--- config.mk ---
export PLATFORM = sky130hd
export DESIGN_NAME = instruction_fetch_flat
export DESIGN_NICKNAME = d
export VERILOG_FILES = /design/src/rtl/instruction_fetch_if.sv /design/src/rtl/instruction_fetch.sv /design/src/flat_wrapper.sv
export SDC_FILE = /design/constraint.sdc
export NUM_CORES = 1
export LEC_CHECK = 0
export CAP_MARGIN = 20
export CORE_MARGIN = 3
export CORE_UTILIZATION = 48
export CTS_CLUSTER_DIAMETER = 30
export DETAILED_ROUTE_END_ITERATION = 7
export PLACE_DENSITY = 0.82
export SETUP_SLACK_MARGIN = 0.5
export SYNTH_ARGS = -nofsm -noshare
export SYNTH_HDL_FRONTEND = slang
export SYNTH_SLANG_ARGS = --single-unit
--- constraint.sdc ---
create_clock -name clk -period 2.8 [get_ports clk]
set_clock_uncertainty 0.1 [all_clocks]
set_input_delay 0.56 -clock clk [delete_from_list [all_inputs] [get_ports clk]]
set_output_delay 0.56 -clock clk [all_outputs]
set_load 0.01 [all_outputs]
--- src/rtl/instruction_fetch_if.sv ---
// Instruction-fetch bundle: hazard/branch controls, instruction-memory port and IF/ID outputs.
// The master side is the fetch stage; the slave side is memory plus downstream pipeline.
interface instruction_fetch_if;
    logic        start;
    logic        stall;
    logic        branch_taken;
    logic [31:0] branch_target;
    logic [31:0] pc_out;
    logic [31:0] instr_in;
    logic [31:0] ifid_instr;
    logic [31:0] ifid_pc_plus4;
    logic        ifid_valid;
    logic        done;
    logic [15:0] fetch_count;

    modport master (
        input  start, stall, branch_taken, branch_target, instr_in,
        output pc_out, ifid_instr, ifid_pc_plus4, ifid_valid, done, fetch_count
    );

    modport slave (
        output start, stall, branch_taken, branch_target, instr_in,
        input  pc_out, ifid_instr, ifid_pc_plus4, ifid_valid, done, fetch_count
    );
endinterface

--- src/rtl/instruction_fetch.sv ---
// Fetch stage: program counter, zero-wait instruction-memory addressing and IF/ID register,
// with start-up gating, stall hold, branch redirect/flush and end-of-program halt.
module instruction_fetch #(
    parameter int unsigned MEM_BYTES = 60,
    parameter logic [31:0] RESET_PC  = 32'h0000_0000
) (
    input  logic                clk,
    input  logic                reset,
    instruction_fetch_if.master bus
);
    localparam logic [1:0]  S_IDLE  = 2'd0;
    localparam logic [1:0]  S_FETCH = 2'd1;
    localparam logic [1:0]  S_HALT  = 2'd2;
    localparam logic [31:0] LAST_PC = 32'(MEM_BYTES - 4);

    logic [1:0]  state, state_next;
    logic [31:0] pc, pc_next;
    logic [31:0] ifid_instr, instr_next;
    logic [31:0] ifid_pc_plus4, pc_plus4_next;
    logic        ifid_valid, valid_next;
    logic [15:0] fetch_count, count_next;
    logic        done;

    logic [31:0] target_pc;
    logic [31:0] pc_plus4;

    assign target_pc = {bus.branch_target[31:2], 2'b00};
    assign pc_plus4  = pc + 32'd4;

    // NOTE: every signal gets a default before the case so no path leaves one unassigned (no latches).
    always_comb begin
        state_next    = state;
        pc_next       = pc;
        instr_next    = ifid_instr;
        pc_plus4_next = ifid_pc_plus4;
        valid_next    = ifid_valid;
        count_next    = fetch_count;

        case (state)
            S_IDLE: begin
                pc_next       = RESET_PC;
                instr_next    = 32'h0;
                pc_plus4_next = 32'h0;
                valid_next    = 1'b0;
                if (bus.start) state_next = S_FETCH;
            end
            S_FETCH: begin
                if (bus.branch_taken) begin
                    pc_next       = target_pc;
                    instr_next    = 32'h0;
                    pc_plus4_next = 32'h0;
                    valid_next    = 1'b0;
                    if (target_pc > LAST_PC) state_next = S_HALT;
                end else if (!bus.stall) begin
                    pc_next       = pc_plus4;
                    instr_next    = bus.instr_in;
                    pc_plus4_next = pc_plus4;
                    valid_next    = 1'b1;
                    if (fetch_count != 16'hFFFF) count_next = fetch_count + 16'd1;
                    if (pc_plus4 > LAST_PC) state_next = S_HALT;
                end
            end
            S_HALT: begin
                // PC keeps the last fetch address unless a redirect lands back in range.
                if (bus.branch_taken) begin
                    instr_next    = 32'h0;
                    pc_plus4_next = 32'h0;
                    valid_next    = 1'b0;
                    if (target_pc <= LAST_PC) begin
                        pc_next    = target_pc;
                        state_next = S_FETCH;
                    end
                end else if (!bus.stall) begin
                    instr_next    = 32'h0;
                    pc_plus4_next = 32'h0;
                    valid_next    = 1'b0;
                end
            end
            default: state_next = S_IDLE;
        endcase
    end

    // NOTE: sequential state uses non-blocking assignments so all registers update together.
    always_ff @(posedge clk) begin
        if (reset) begin
            state         <= S_IDLE;
            pc            <= RESET_PC;
            ifid_instr    <= 32'h0;
            ifid_pc_plus4 <= 32'h0;
            ifid_valid    <= 1'b0;
            fetch_count   <= 16'h0;
            done          <= 1'b0;
        end else begin
            state         <= state_next;
            pc            <= pc_next;
            ifid_instr    <= instr_next;
            ifid_pc_plus4 <= pc_plus4_next;
            ifid_valid    <= valid_next;
            fetch_count   <= count_next;
            done          <= (state_next == S_HALT);
        end
    end

    assign bus.pc_out        = pc;
    assign bus.ifid_instr    = ifid_instr;
    assign bus.ifid_pc_plus4 = ifid_pc_plus4;
    assign bus.ifid_valid    = ifid_valid;
    assign bus.done          = done;
    assign bus.fetch_count   = fetch_count;
endmodule

--- src/flat_wrapper.sv ---
// flat-port wrapper written by rule: the top's interface ports become plain ports
module instruction_fetch_flat 
#(
    parameter int unsigned MEM_BYTES = 60,
    parameter logic [31:0] RESET_PC  = 32'h0000_0000
)
  (clk, reset, bus_start, bus_stall, bus_branch_taken, bus_branch_target, bus_instr_in, bus_pc_out, bus_ifid_instr, bus_ifid_pc_plus4, bus_ifid_valid, bus_done, bus_fetch_count);
  instruction_fetch_if bus_i ();
  input  logic clk;
  input  logic reset;
  input wire logic [$bits(bus_i.start)-1:0] bus_start;
  input wire logic [$bits(bus_i.stall)-1:0] bus_stall;
  input wire logic [$bits(bus_i.branch_taken)-1:0] bus_branch_taken;
  input wire logic [$bits(bus_i.branch_target)-1:0] bus_branch_target;
  input wire logic [$bits(bus_i.instr_in)-1:0] bus_instr_in;
  output wire logic [$bits(bus_i.pc_out)-1:0] bus_pc_out;
  output wire logic [$bits(bus_i.ifid_instr)-1:0] bus_ifid_instr;
  output wire logic [$bits(bus_i.ifid_pc_plus4)-1:0] bus_ifid_pc_plus4;
  output wire logic [$bits(bus_i.ifid_valid)-1:0] bus_ifid_valid;
  output wire logic [$bits(bus_i.done)-1:0] bus_done;
  output wire logic [$bits(bus_i.fetch_count)-1:0] bus_fetch_count;
  assign bus_i.start = bus_start;
  assign bus_i.stall = bus_stall;
  assign bus_i.branch_taken = bus_branch_taken;
  assign bus_i.branch_target = bus_branch_target;
  assign bus_i.instr_in = bus_instr_in;
  assign bus_pc_out = bus_i.pc_out;
  assign bus_ifid_instr = bus_i.ifid_instr;
  assign bus_ifid_pc_plus4 = bus_i.ifid_pc_plus4;
  assign bus_ifid_valid = bus_i.ifid_valid;
  assign bus_done = bus_i.done;
  assign bus_fetch_count = bus_i.fetch_count;
  instruction_fetch #(.MEM_BYTES(MEM_BYTES), .RESET_PC(RESET_PC)) u_core (.clk(clk), .reset(reset), .bus(bus_i));
endmodule
# Word level (Yosys, flattened, before mapping)
# Cells that the tools add are included.
dict set report op_classes {
  add_sub_neg 2
  mul 0
  n_div 0
  n_lt_le_gt_ge 3
  eq_ne 8
  shift 0
  n_mux 25
  bitwise 2
  reduce_logical 5
}
# op n
set ops {}
lappend ops {{$mux W32} 9}
lappend ops {{$pmux W32 S3} 3}
lappend ops {{$gt A32 B6 Y1 const B} 2}
lappend ops {{$add A32 B3 Y32 const B} 1}
lappend ops {{$le A32 B6 Y1 const B} 1}
lappend ops {{$add A16 B1 Y16 const B} 1}
lappend ops {{$ne A16 B16 Y1 const B} 1}
lappend ops {{$mux W2} 7}
lappend ops {{$reduce_and A4 Y1} 2}
lappend ops {{$ne A3 B3 Y1 const B} 2}
lappend ops {{$pmux W2 S3} 1}
lappend ops {{$eq A2 B2 Y1 const B} 2}
lappend ops {{$mux W1} 4}
lappend ops {{$pmux W1 S3} 1}
lappend ops {{$reduce_and A3 Y1} 1}
lappend ops {{$reduce_bool A3 Y1} 1}
lappend ops {{$eq A2 B1 Y1 const B} 1}
lappend ops {{$logic_not A2 Y1} 1}
lappend ops {{$ne A2 B1 Y1 const B} 1}
lappend ops {{$ne A2 B2 Y1 const B} 1}
lappend ops {{$not A1 Y1} 2}
dict set report totals {
  regBits 116
  latchBits 0
  ramBits 0
  romBits 0
  input_bits 69
  output_inout_bits 114
  word_cells 52
  mem_count 0
}

# Logic depth before layout (Yosys ltp)
dict set report depth {
  ltp_word 7
  ltp_mapped 10
  mapped_depth_nobuf 8
}

# Worst setup path after synthesis
# OpenSTA, ideal clock, no wires.
dict set report synth_path {
  kind {register -> register}
  from {register u_core.pc[2], in the netlist u_core.bus.pc_out[2]}
  to {register u_core.done, in the netlist u_core.bus.done}
  setup_ps 133
  t_arrival_ps 2335
  required_time_ps 2567
  path_slack_ps 231
  path_stages_with_launch 10
  path_buffers 1
  period_less_slack_ps 2569
  cell_sequence {dfxtp_1 -> ha_1 -> and4_1 -> buf_2 -> nand4_2 -> o21a_1 -> or3_1 -> a2111o_1 -> nor3_2 -> a2111oi_0}
}
dict set report synth_via {
  elab_chain_cells 7
}
# item line_no
set synth_lines {}
lappend synth_lines {{start, declared} instruction_fetch.sv:17} ;# logic [31:0] pc, pc_next;
lappend synth_lines {{start signal, assigned} instruction_fetch.sv:95} ;# pc <= pc_next;
lappend synth_lines {{$add A32 B3 Y32} instruction_fetch.sv:28} ;# assign pc_plus4 = pc + 32'd4;
lappend synth_lines {{$gt A32 B6 Y1} instruction_fetch.sv:60} ;# if (pc_plus4 > LAST_PC) state_next = S_HALT;
lappend synth_lines {{$mux W2} instruction_fetch.sv:60}
lappend synth_lines {{$mux W2} instruction_fetch.sv:54} ;# end else if (!bus.stall) begin
lappend synth_lines {{$mux W2} instruction_fetch.sv:48} ;# if (bus.branch_taken) begin
lappend synth_lines {{$pmux W2 S3} instruction_fetch.sv:39} ;# case (state)
lappend synth_lines {{$eq A2 B2 Y1} instruction_fetch.sv:100} ;# done <= (state_next == S_HALT);
lappend synth_lines {{end signal, assigned} instruction_fetch.sv:100}
lappend synth_lines {{end, declared} instruction_fetch.sv:22} ;# logic done;
# No other way between the ends.
# A chain may end at the register's enable or synchronous reset.

# Worst setup path after layout
# Same ends and word-level chain as after synthesis.

==> metrics.md <==
| Metric | Value |
|---|---|
| Area taken by multi-input logic gates | 3669 um2 |
| Maximum clock rate | 396.8 MHz |
| Wire length per cell | 18.03 um |
| Slew HR | 62.42% |
| Switching share of power | 26.74% |
| Die Span Y | 117.8 um |
| IO Pins | 183 |
| Total Power Consumption | 4825 uW |
| Vias in the first global route | 6320 |
| Slowest-stage cell, CP | a2111o_1 |
| First-pass GRT wire length | 32.38 mm |
| Share of the core filled with cells | 76.28% |
| Type of destination of the critical path | register |
| Worst-path clk slew | 0.05 ns |
| WP data required | 3.01 ns |
| Pre-Repair DR Iteration Count | 7 |
| Layout cell share with drive strength beyond 1 | 16.85% |
| TritonCTS clock tree | done |
| Hold Crit Start | u_core.bus.ifid_instr[7] |
| Post-synth EDFFs | 0 |
| R2R Setup Slk | 0.28 ns |
| Cell breakdown of the critical path | ha_4, and4_4, and2_0, o31ai_1, a41oi_1, a2111o_1, nor3_4, a2111oi_2, buf_4 |
| Yosys cell types | 59 |
| H-tree depth | 4 |
| CTS Buf Count | 17 |
| Hold Path Depth | 2 |
| Die W | 117.8 um |
| Core area | 12110 um2 |
| PnR worst setup slack | 0.2797 ns |
| Leak Pwr | 0.003511 uW |
| RD Place Congestion | 0.9124 |
| NetSw | 1290 uW |
| Final slew viol count | 0 |
| FF-to-FF Start | u_core.bus.pc_out[2] |
| Finish-stage setup viols | 0 |
| Setup TNS | 0 ns |
| CP startpoint kind | register |
| Post-Place Setup Slack | -0.09064 ns |
| Drt first-iter violations | 679 |
| Syn-to-layout area delta | 54.06% |
| Worst vdd ir | 0.3760 mV |
| R2R depth | 9 |
| Slew @ Worst Pin | 0.5637 ns |
| Final wirelength | 21.00 mm |
| Flop pwr share | 35.0% |
| CTS root buf | clkbuf_16 |
| Mapped Cells | 786 |
| Clk buf depth | 2 |
| Largest fanout on the critical path | 8 |
| Total Die Area | 13870 um2 |
| Max-cap violation count | 0 |
| Seq cells post-synth | 113 |
| Estimated wirelength of the detail-placed design | 13.86 mm |
| Final period util | 90.01% |
| IO Port Bufs | 178 |
| Clock sink count | 113 |
| Antenna viol nets, final | 0 |
| Pwr/cell area | 522.2 nW/um2 |
| Antenna violations before repair | 0 |
| Via density | 5.802 |
| NumNets Final | 1061 |
| Diode count | 0 |
| Final Hold Vio Count | 0 |
| Final Instance Area | 9239 um2 |
| Fin crit period | 2.520 ns |
| Seq/Total Area, Yosys | 37.72% |
| Synth Cell Area | 5997 um2 |
| Largest net degree at the start of global routing | 76 |
| Avg Synthesized Cell Area | 7.630 um2 |
| Vias | 6759 |
| Part of the power in the clock network | 46.5% |
| Cell row count | 40 |
| RSZ-0062 raised after global routing | yes |
| Worst R2R End | u_core.bus.done |
| Reg area | 2298 um2 |
| Clock insertion delay at the later pin of the skew report | 0.41 ns |
| Arrival time at the worst endpoint | 2.73 ns |
| Synth Flop Type | dfxtp_1 |
| Ys Warns | 0 |
| Crit path kind | register to register |
| Starting Density | 49.51% |
| Asr flop ratio synth | 0% |
| Hold path endpoint | u_core.bus.ifid_instr[7] |
| Combinational share of power | 18.5% |
| Status | complete, no violations |
| Cell Int Power | 3535 uW |
| Grt ovf | 0 |
| Post-CTS Hold Buffers | 0 |
| Gr usage total | 28.61% |
| Slowest stage delay, CP | 0.45 ns |
| Hold WC Path Type | register to register |
| Cell Area, Placed | 8152 um2 |
| DRC violations left | 0 |
| Fillers | 899 |
sequential cells by signal (all words and copies together), names as in the netlist:
name / flops
u_core.bus.ifid_instr: 32
u_core.bus.ifid_pc_plus4: 31
u_core.bus.pc_out: 30
u_core.bus.fetch_count: 16
u_core.state: 2
u_core.bus.done: 1
u_core.bus.ifid_valid: 1
layout make-up:
class | instances | share of cell area, %
timing repair buffer | 247 | 26.11
multi-input combinational | 597 | 39.71
clock buffer | 22 | 5.241
sequential | 113 | 24.88
inverter | 9 | 0.3657
tap | 168 | 2.275
clock inverter | 9 | 1.422
worst max-delay path by stage:
stage                          startpoint                    end  slack, ns  cells after the start
detailed placement  bus_branch_target[18]  u_core.bus.pc_out[12]      -0.09                      9
floorplan            u_core.bus.pc_out[2]        u_core.bus.done       0.45                      9
global placement    bus_branch_target[18]        u_core.bus.done      -0.05                     10
CTS                 u_core.bus.pc_out[14]        u_core.bus.done       0.27                      8
global route        u_core.bus.pc_out[13]        u_core.bus.done       0.17                      8
finish               u_core.bus.pc_out[2]        u_core.bus.done       0.28                      9
stage by stage:
step	instances	hold slack, ns
3_5_place_dp	1113	0.3420
2_1_floorplan	787	0.3761
6_report	1165	0.3483
3_3_place_gp	1113	0.3367
4_1_cts	1156	0.3492
5_1_grt	1165	0.3634
kinds of logic (layout without fill, tap and decap cells):
kind of cell | after synthesis | count (layout) | synth area share [%]
simple gates | 371 | 371 | 30.50
compound gates | 173 | 173 | 18.40
flops | 113 | 113 | 37.72
buf+inv | 77 | 287 | 5.341
xor+xnor | 41 | 41 | 5.988
fa+ha+maj | 7 | 7 | 1.460
mux | 3 | 3 | 0.5216
other cells | 1 | 2 | 0.06253
synthesized netlist by cell type, drive strengths merged (2+ instances only):
cell / count / area, um2
nand2: 124 / 465.5
dfxtp: 113 / 2262
a21oi: 75 / 375.4
nor2: 71 / 266.5
nand3: 60 / 305.3
clkbuf: 48 / 180.2
nand4: 22 / 173.9
a22oi: 21 / 157.7
o21ai: 21 / 105.1
xnor2: 21 / 183.9
buf: 20 / 106.4
xor2: 20 / 175.2
nor3: 19 / 100.1
nand2b: 17 / 106.4
and4: 14 / 125.1
nor4: 10 / 62.56
and3: 9 / 56.30
inv: 9 / 33.78
and2: 8 / 50.05
o311ai: 8 / 70.07
a21o: 7 / 52.55
ha: 7 / 87.58
o211ai: 7 / 52.55
a32o: 6 / 60.06
or3: 6 / 37.54
a211oi: 4 / 30.03
a21boi: 4 / 30.03
o21a: 4 / 30.03
nor2b: 3 / 18.77
or2: 3 / 18.78
or4: 3 / 26.27
a2111oi: 2 / 17.52
a22o: 2 / 17.52
a31oi: 2 / 12.51
mux2i: 2 / 20.02
o31ai: 2 / 15.01
power groups by stage:
| stage | Clock (uW) | Combinational [uW] | Sequential, uW |
|---|---|---|---|
| after floorplan | 0 | 398 | 1730 |
| after global placement | 0 | 756 | 1720 |
| after detailed placement | 0 | 764 | 1720 |
| after CTS | 2250 | 810 | 1680 |
| after global routing | 2320 | 949 | 1690 |
| final | 2240 | 893 | 1690 |
layout by cell type, fill, tap and decap left out, drive strengths merged, types with 3 or more instances in the layout:
master | netlist | layout
a211oi | 4 | 4
a21boi | 4 | 4
a21o | 7 | 7
a21oi | 75 | 75
a22oi | 21 | 21
a32o | 6 | 6
and2 | 8 | 8
and3 | 9 | 9
and4 | 14 | 14
buf | 20 | 69
bufinv | 0 | 3
clkbuf | 48 | 23
clkdlybuf4s50 | 0 | 164
clkinv | 0 | 6
dfxtp | 113 | 113
dlymetal6s2s | 0 | 12
ha | 7 | 7
inv | 9 | 9
nand2 | 124 | 124
nand2b | 17 | 17
nand3 | 60 | 60
nand4 | 22 | 22
nor2 | 71 | 71
nor2b | 3 | 3
nor3 | 19 | 19
nor4 | 10 | 10
o211ai | 7 | 7
o21a | 4 | 4
o21ai | 21 | 21
o311ai | 8 | 8
or2 | 3 | 3
or3 | 6 | 6
or4 | 3 | 3
xnor2 | 21 | 21
xor2 | 20 | 20
per-layer routing:
metal | GRT usage (%) | wire length (um) | vias up
li1 | - | - | 3178
met1 | 36.54 | 8767 | 3167
met2 | 45.78 | 9792 | 357
met3 | 7.256 | 1721 | 57
met4 | 12.53 | 722 | 0
met5 | 0 | 0 | -
timing repair:
action | 4_1_cts | 5_1_grt
setup buffers | 11 | 8
endpoints found under the setup margin | 102 | 105
gates resized for setup | 30 | 54
pin swaps | 7 | 16
cloned | 1 | 1
critical path: cells and delay by family, from the launching register on:
kind	cells	cell delay [ns]
flip-flops	1	0.36
AO/OA/AOI/OAI	4	1.00
adder cells (fa/ha/maj)	1	0.16
AND/OR/NAND/NOR	3	0.66
buffers and inverters	1	0.14
Note: power is estimated with default switching activity, not from simulation.
